==> config.mk <==
export PLATFORM = sky130hd
export DESIGN_NAME = rotate_coef_fetch
export DESIGN_NICKNAME = d
export VERILOG_FILES = /design/src/rtl/rotate_coef_fetch.sv
export SDC_FILE = /design/constraint.sdc
export NUM_CORES = 1
export LEC_CHECK = 0
export ABC_AREA = 1
export BUFFER_PORTS_ARGS = -buffer_cell sky130_fd_sc_hd__clkbuf_2
export CAP_MARGIN = 20
export CELL_PAD_IN_SITES_DETAIL_PLACEMENT = 1
export CELL_PAD_IN_SITES_GLOBAL_PLACEMENT = 1
export CORE_MARGIN = 3
export CORE_UTILIZATION = 35
export CTS_BUF_LIST = sky130_fd_sc_hd__clkbuf_16
export CTS_CLUSTER_SIZE = 14
export DETAILED_ROUTE_END_ITERATION = 10
export HOLD_SLACK_MARGIN = 0.02
export PLACE_DENSITY_LB_ADDON = 0.3
export SYNTH_ARGS = -nofsm -noshare
export SYNTH_HDL_FRONTEND = slang
export SYNTH_SLANG_ARGS = --single-unit
==> constraint.sdc <==
create_clock -name clk -period 2.8 [get_ports clk]
set_clock_uncertainty 0.15 [all_clocks]
set_input_delay 0.28 -clock clk [delete_from_list [all_inputs] [get_ports clk]]
set_output_delay 0.28 -clock clk [all_outputs]
set_load 0.01 [all_outputs]
==> src/rtl/rotate_coef_fetch.sv <==
// rotate_coef_fetch
//
// Converts an integer rotation angle in degrees into a signed cos/sin
// coefficient pair. It reads the quarter-wave cosine ROM twice through a
// single registered read port and folds each word by quadrant.
//
// Optional build macro: ROTATE_COEF_CACHE_EN
//   When this macro is defined, the block keeps the last reduced angle. A request that repeats
//   that angle skips both ROM reads and returns the held pair one cycle after
//   acceptance.
//
// Ports
//   clk, rst    : clock and synchronous active-high reset
//   req_valid   : angle request valid
//   req_ready   : request accepted when high (IDLE only, low during rst)
//   req_angle   : angle 0..359; 360..511 is reduced by 360 and flagged
//   rom_addr    : registered ROM address
//   rom_data    : ROM read data, ROM_LAT cycles after the sampling edge
//   coef_valid  : coefficient pair valid, held until coef_ready
//   coef_ready  : consumer accepts pair
//   coef_cos    : signed cos, 65536 = 1.0
//   coef_sin    : signed sin, same format
//   angle_err   : request angle was >= 360
//   busy        : FSM is outside IDLE
module rotate_coef_fetch #(
  parameter int unsigned ADDR_W  = 8,
  parameter int unsigned DATA_W  = 18,
  parameter int unsigned ROM_LAT = 1
) (
  input  logic              clk,
  input  logic              rst,
  input  logic              req_valid,
  output logic              req_ready,
  input  logic [8:0]        req_angle,
  output logic [ADDR_W-1:0] rom_addr,
  input  logic [DATA_W-1:0] rom_data,
  output logic              coef_valid,
  input  logic              coef_ready,
  output logic [DATA_W:0]   coef_cos,
  output logic [DATA_W:0]   coef_sin,
  output logic              angle_err,
  output logic              busy
);

  localparam int unsigned CW = DATA_W + 1;

  typedef enum logic [2:0] {StIdle, StRdCos, StRdSin, StWait, StHold} state_e;

  state_e            state_q, state_d;
  logic [1:0]        quad_q, quad_d;
  logic [6:0]        rem_q, rem_d;
  logic [1:0]        cnt_q, cnt_d;
  logic [ADDR_W-1:0] rom_addr_q, rom_addr_d;
  logic [CW-1:0]     cos_q, cos_d;
  logic [CW-1:0]     sin_q, sin_d;
  logic              err_q, err_d;

`ifdef ROTATE_COEF_CACHE_EN
  logic [8:0]        cache_angle_q, cache_angle_d;
  logic              cache_vld_q, cache_vld_d;
  logic              hit_q, hit_d;
`endif

  // Angle reduction and quadrant split of the incoming request
  logic [8:0] ang_red;
  logic [1:0] quad_new;
  logic [6:0] rem_new;

  always_comb begin
    ang_red = (req_angle >= 9'd360) ? req_angle - 9'd360 : req_angle;
    if (ang_red >= 9'd270) begin
      quad_new = 2'd3;
      rem_new  = 7'(ang_red - 9'd270);
    end else if (ang_red >= 9'd180) begin
      quad_new = 2'd2;
      rem_new  = 7'(ang_red - 9'd180);
    end else if (ang_red >= 9'd90) begin
      quad_new = 2'd1;
      rem_new  = 7'(ang_red - 9'd90);
    end else begin
      quad_new = 2'd0;
      rem_new  = 7'(ang_red);
    end
  end

  // Odd quadrants read cos from T[90-r]; sin always uses the other index.
  function automatic logic [ADDR_W-1:0] rom_index(input logic [1:0] quad,
                                                   input logic [6:0] rem,
                                                   input logic       want_sin);
    logic [6:0] idx;
    idx = (quad[0] ^ want_sin) ? (7'd90 - rem) : rem;
    return ADDR_W'(idx);
  endfunction

  // Zero-extend then negate; negating zero yields zero in two's complement.
  function automatic logic [CW-1:0] fold(input logic [DATA_W-1:0] word, input logic neg);
    logic [CW-1:0] ext;
    ext = CW'(word);
    return neg ? (~ext + 1'b1) : ext;
  endfunction

  logic cos_neg, sin_neg;
  assign cos_neg = quad_q[0] ^ quad_q[1];  // quadrants 1 and 2
  assign sin_neg = quad_q[1];              // quadrants 2 and 3

  always_comb begin
    state_d    = state_q;
    quad_d     = quad_q;
    rem_d      = rem_q;
    cnt_d      = cnt_q;
    rom_addr_d = rom_addr_q;
    cos_d      = cos_q;
    sin_d      = sin_q;
    err_d      = err_q;
`ifdef ROTATE_COEF_CACHE_EN
    cache_angle_d = cache_angle_q;
    cache_vld_d   = cache_vld_q;
    hit_d         = hit_q;
`endif

    unique case (state_q)
      StIdle: begin
        if (req_valid) begin
          err_d  = (req_angle >= 9'd360);
          quad_d = quad_new;
          rem_d  = rem_new;
`ifdef ROTATE_COEF_CACHE_EN
          if (cache_vld_q && (cache_angle_q == ang_red)) begin
            // Pair registers still hold this angle's result; pass through WAIT
            // without touching the ROM so valid rises one cycle later.
            hit_d   = 1'b1;
            state_d = StWait;
          end else begin
            hit_d         = 1'b0;
            cache_angle_d = ang_red;
            cache_vld_d   = 1'b0;
            rom_addr_d    = rom_index(quad_new, rem_new, 1'b0);
            state_d       = StRdCos;
          end
`else
          rom_addr_d = rom_index(quad_new, rem_new, 1'b0);
          state_d    = StRdCos;
`endif
        end
      end

      StRdCos: begin
        rom_addr_d = rom_index(quad_q, rem_q, 1'b1);
        cnt_d      = 2'(ROM_LAT);
        state_d    = StRdSin;
      end

      // Count down until the cos word is on rom_data; the sin word follows
      // exactly one cycle later and is captured in WAIT.
      StRdSin: begin
        if (cnt_q == 2'd1) begin
          cos_d   = fold(rom_data, cos_neg);
          state_d = StWait;
        end else begin
          cnt_d = cnt_q - 2'd1;
        end
      end

      StWait: begin
`ifdef ROTATE_COEF_CACHE_EN
        if (!hit_q) begin
          sin_d       = fold(rom_data, sin_neg);
          cache_vld_d = 1'b1;
        end
`else
        sin_d = fold(rom_data, sin_neg);
`endif
        state_d = StHold;
      end

      StHold: begin
        if (coef_ready) state_d = StIdle;
      end

      default: state_d = StIdle;
    endcase
  end

  always_ff @(posedge clk) begin
    if (rst) begin
      state_q    <= StIdle;
      quad_q     <= 2'd0;
      rem_q      <= 7'd0;
      cnt_q      <= 2'd0;
      rom_addr_q <= '0;
      cos_q      <= '0;
      sin_q      <= '0;
      err_q      <= 1'b0;
`ifdef ROTATE_COEF_CACHE_EN
      cache_angle_q <= 9'd0;
      cache_vld_q   <= 1'b0;
      hit_q         <= 1'b0;
`endif
    end else begin
      state_q    <= state_d;
      quad_q     <= quad_d;
      rem_q      <= rem_d;
      cnt_q      <= cnt_d;
      rom_addr_q <= rom_addr_d;
      cos_q      <= cos_d;
      sin_q      <= sin_d;
      err_q      <= err_d;
`ifdef ROTATE_COEF_CACHE_EN
      cache_angle_q <= cache_angle_d;
      cache_vld_q   <= cache_vld_d;
      hit_q         <= hit_d;
`endif
    end
  end

  assign req_ready  = (state_q == StIdle) && !rst;
  assign busy       = (state_q != StIdle);
  assign coef_valid = (state_q == StHold);
  assign rom_addr   = rom_addr_q;
  assign coef_cos   = cos_q;
  assign coef_sin   = sin_q;
  assign angle_err  = err_q;

endmodule

==> results.json <==
{
  "cpPeakStageDelay_ns": 0.16,
  "hold_class": "in2reg",
  "clockBufferDepth": 2,
  "internal_power_mw": 2.03,
  "vias": 4503,
  "insertedDiodeCount": 0,
  "period_needed_ns": 2.61,
  "fin_area_um2": 5280,
  "drive_above_1_share_pct": 28.8,
  "pwr-share-comb_pct": 35.1,
  "power.leakage_nw": 2.57,
  "r2r_slack_ns": 0.65,
  "grt_pass1_vias": 4578,
  "max_freq_ghz": 0.383,
  "cts_tree": "built",
  "yosysSeqAreaShare_pct": 29.6,
  "p_seq_share_pct": 31.7,
  "p_sw_mw": 1.20,
  "worstPathRequired_ns": 2.92,
  "ys.warnings.count": 0,
  "hold_buffers": 0,
  "initialDrtViolationCount": 228,
  "portBuffers": 79,
  "crit_top_cell": "nand2_4",
  "synthToLayoutAreaGrowth_pct": 30.3,
  "synth_edf_count": 0,
  "tightest_slew_ns": 0.940,
  "row_count": 38,
  "drt_pass1_iterations": 4,
  "num-nets-final": 767,
  "outcome": "completed",
  "antenna_found_initial": 0,
  "start_util_pct": 36.6,
  "grt_max_degree": 33,
  "synth_nets": 649,
  "grt_use_total_pct": 21.1,
  "hold_viol_final": 0,
  "gp_congestion": 0.894,
  "insertion_delay_ns": 0.33,
  "wl_per_cell_um": 15.5,
  "hpwl_um": 10200,
  "clk_pin_slew_ns": 0.05,
  "fin_crit_sh_pct": 93.1,
  "slowest_stage": "ha_4",
  "synthFlopType": "dfxtp_1",
  "utilization_pct": 47.7,
  "vdd_ir_drop_max_uv": 401,
  "power_per_cell_area_nw_per_um2": 612,
  "drc": 0,
  "synth.avg_cell_area_um2": 6.68,
  "final_cell_mix": "nand2_1 (109), a21oi_1 (91), clkbuf_2 (79)",
  "crit_family": "simple AND/OR/NAND/NOR gates",
  "crit_buf_inv": 5,
  "maxCapViolations": 0,
  "die_x_um": 114,
  "synthCells": 607,
  "fin_total_pwr_mw": 3.23,
  "arrival_ns": 2.72,
  "cp-end-kind": "flop",
  "cts-root-buf": "clkbuf_16",
  "ys_types": 37,
  "dpl_cell_area_um2": 4940,
  "maxSlewViolCount": 0,
  "relSlewSlack_pct": 37.2,
  "setup_viol": 0,
  "synth-seq-cells": 60,
  "critPathKind": "in2reg",
  "switching_share_pct": 37.0,
  "die_area_um2": 12900,
  "cts_buffers": 9,
  "overflow": 0,
  "via_per_inst": 5.18,
  "async_flop_share_pct": 0,
  "cts.sink_count": 60,
  "io_pins": 81,
  "worstSetupStartpointType": "input pin",
  "syn_area_um2": 4050,
  "clkPwrFrac_pct": 33.2,
  "core_um2": 11100,
  "cts_max_level": 3,
  "cp_max_fo": 7,
  "holdWs_ns": 0.114,
  "routed_wl_um": 13500,
  "antenna_left": 0,
  "layout_commonest_cell": "nand2_1",
  "grt_pass1_wl_um": 22200,
  "die_h_um": 114
}
-- worst paths after layout --
kind	end	from	cells past startpoint
min reg2reg	coef_cos[15]	coef_cos[15]	2
min	coef_sin[1]	rom_data[1]	3
max reg2reg	coef_cos[1]	state_q[2]	11
max	rom_addr[4]	req_angle[3]	25
-- state kept, by name, summed over array words and instances, names as in the netlist --
name,count
rem_q,7
coef_cos,19
rom_addr,7
state_q,3
coef_sin,19
angle_err,1
cnt_q,2
quad_q,2
-- cells by family after synthesis --
kind of cell    count (synthesis)  synth area share (%)
xor+xnor                       19                  4.11
flops                          60                  29.6
fa+ha+maj                      11                  3.40
compound gates                171                  22.0
simple gates                  245                  31.0
other cells                     1                0.0925
buf+inv                       100                  9.79
-- cell type report --
class / count / area [um2]
sequential: 60 / 1200
clock inverter: 7 / 58.8
fill: 1490 / 5800
multi-input combinational: 447 / 2540
tap: 140 / 175
inverter: 76 / 293
timing repair buffer: 131 / 786
clock buffer: 9 / 225
-- power groups by stage --
stage / sequential, mW / combinational, mW / clock [mW]
5_1_grt: 1.04 / 1.27 / 1.12
4_1_cts: 1.02 / 1.11 / 1.09
6_report: 1.02 / 1.13 / 1.07
3_3_place_gp: 1.03 / 1.06 / 0
3_5_place_dp: 1.04 / 1.10 / 0
2_1_floorplan: 1.06 / 0.677 / 0
-- through the flow --
stage,std cells,worst slack (ns),TNS [ns]
2_1_floorplan,607,0.00709,0
3_3_place_gp,852,-0.0639,-0.114
3_5_place_dp,852,-0.209,-0.628
4_1_cts,868,0.105,0
5_1_grt,870,-0.0321,-0.0638
6_report,870,0.192,0
-- repair_timing --
| item | 4_1_cts | 5_1_grt |
|---|---|---|
| setup buffers | 0 | 2 |
| gates resized for setup | 0 | 12 |
| endpoints found under the setup margin | 0 | 3 |
-- worst register-to-register path: stages, from the launching register on --
cell,delay (ns)
dfxtp_1,0.33
nor2_1,0.20
inv_1,0.09
nor2_1,0.22
inv_1,0.10
nor2_1,0.18
clkinv_1,0.10
buf_4,0.23
a21oi_1,0.15
o21ai_0,0.13
o211ai_1,0.11
inv_1,0.06
-- cells in the mapped netlist, types with 3 or more instances --
master / instances / area (um2)
o211ai_1: 5 / 37.5
nor3_1: 8 / 40.0
inv_2: 5 / 18.8
a21oi_1: 94 / 470
nand3_1: 34 / 170
nand3b_1: 6 / 45.0
nand2_4: 16 / 180
nor2_1: 34 / 128
o21ai_1: 3 / 15.0
nor4_1: 3 / 18.8
nor2_4: 4 / 45.0
nand2_1: 112 / 420
nand2_2: 10 / 62.6
o21ai_0: 60 / 300
ha_1: 11 / 138
clkbuf_1: 20 / 75.1
dfxtp_1: 60 / 1200
nand4_1: 6 / 37.5
a31oi_1: 4 / 25.0
nand3_2: 4 / 40.0
xnor2_1: 4 / 35.0
xor2_1: 15 / 131
inv_1: 68 / 255
nor2_2: 5 / 31.3
-- layer usage --
metal	up-vias	global-route usage, %	wire length [um]
li1	2248	-	-
met2	88	36.7	6770
met5	-	0	0
met4	0	6.57	187
met1	2151	26.4	5960
met3	16	3.61	589
No activity file was read; power rests on OpenSTA's default activity.
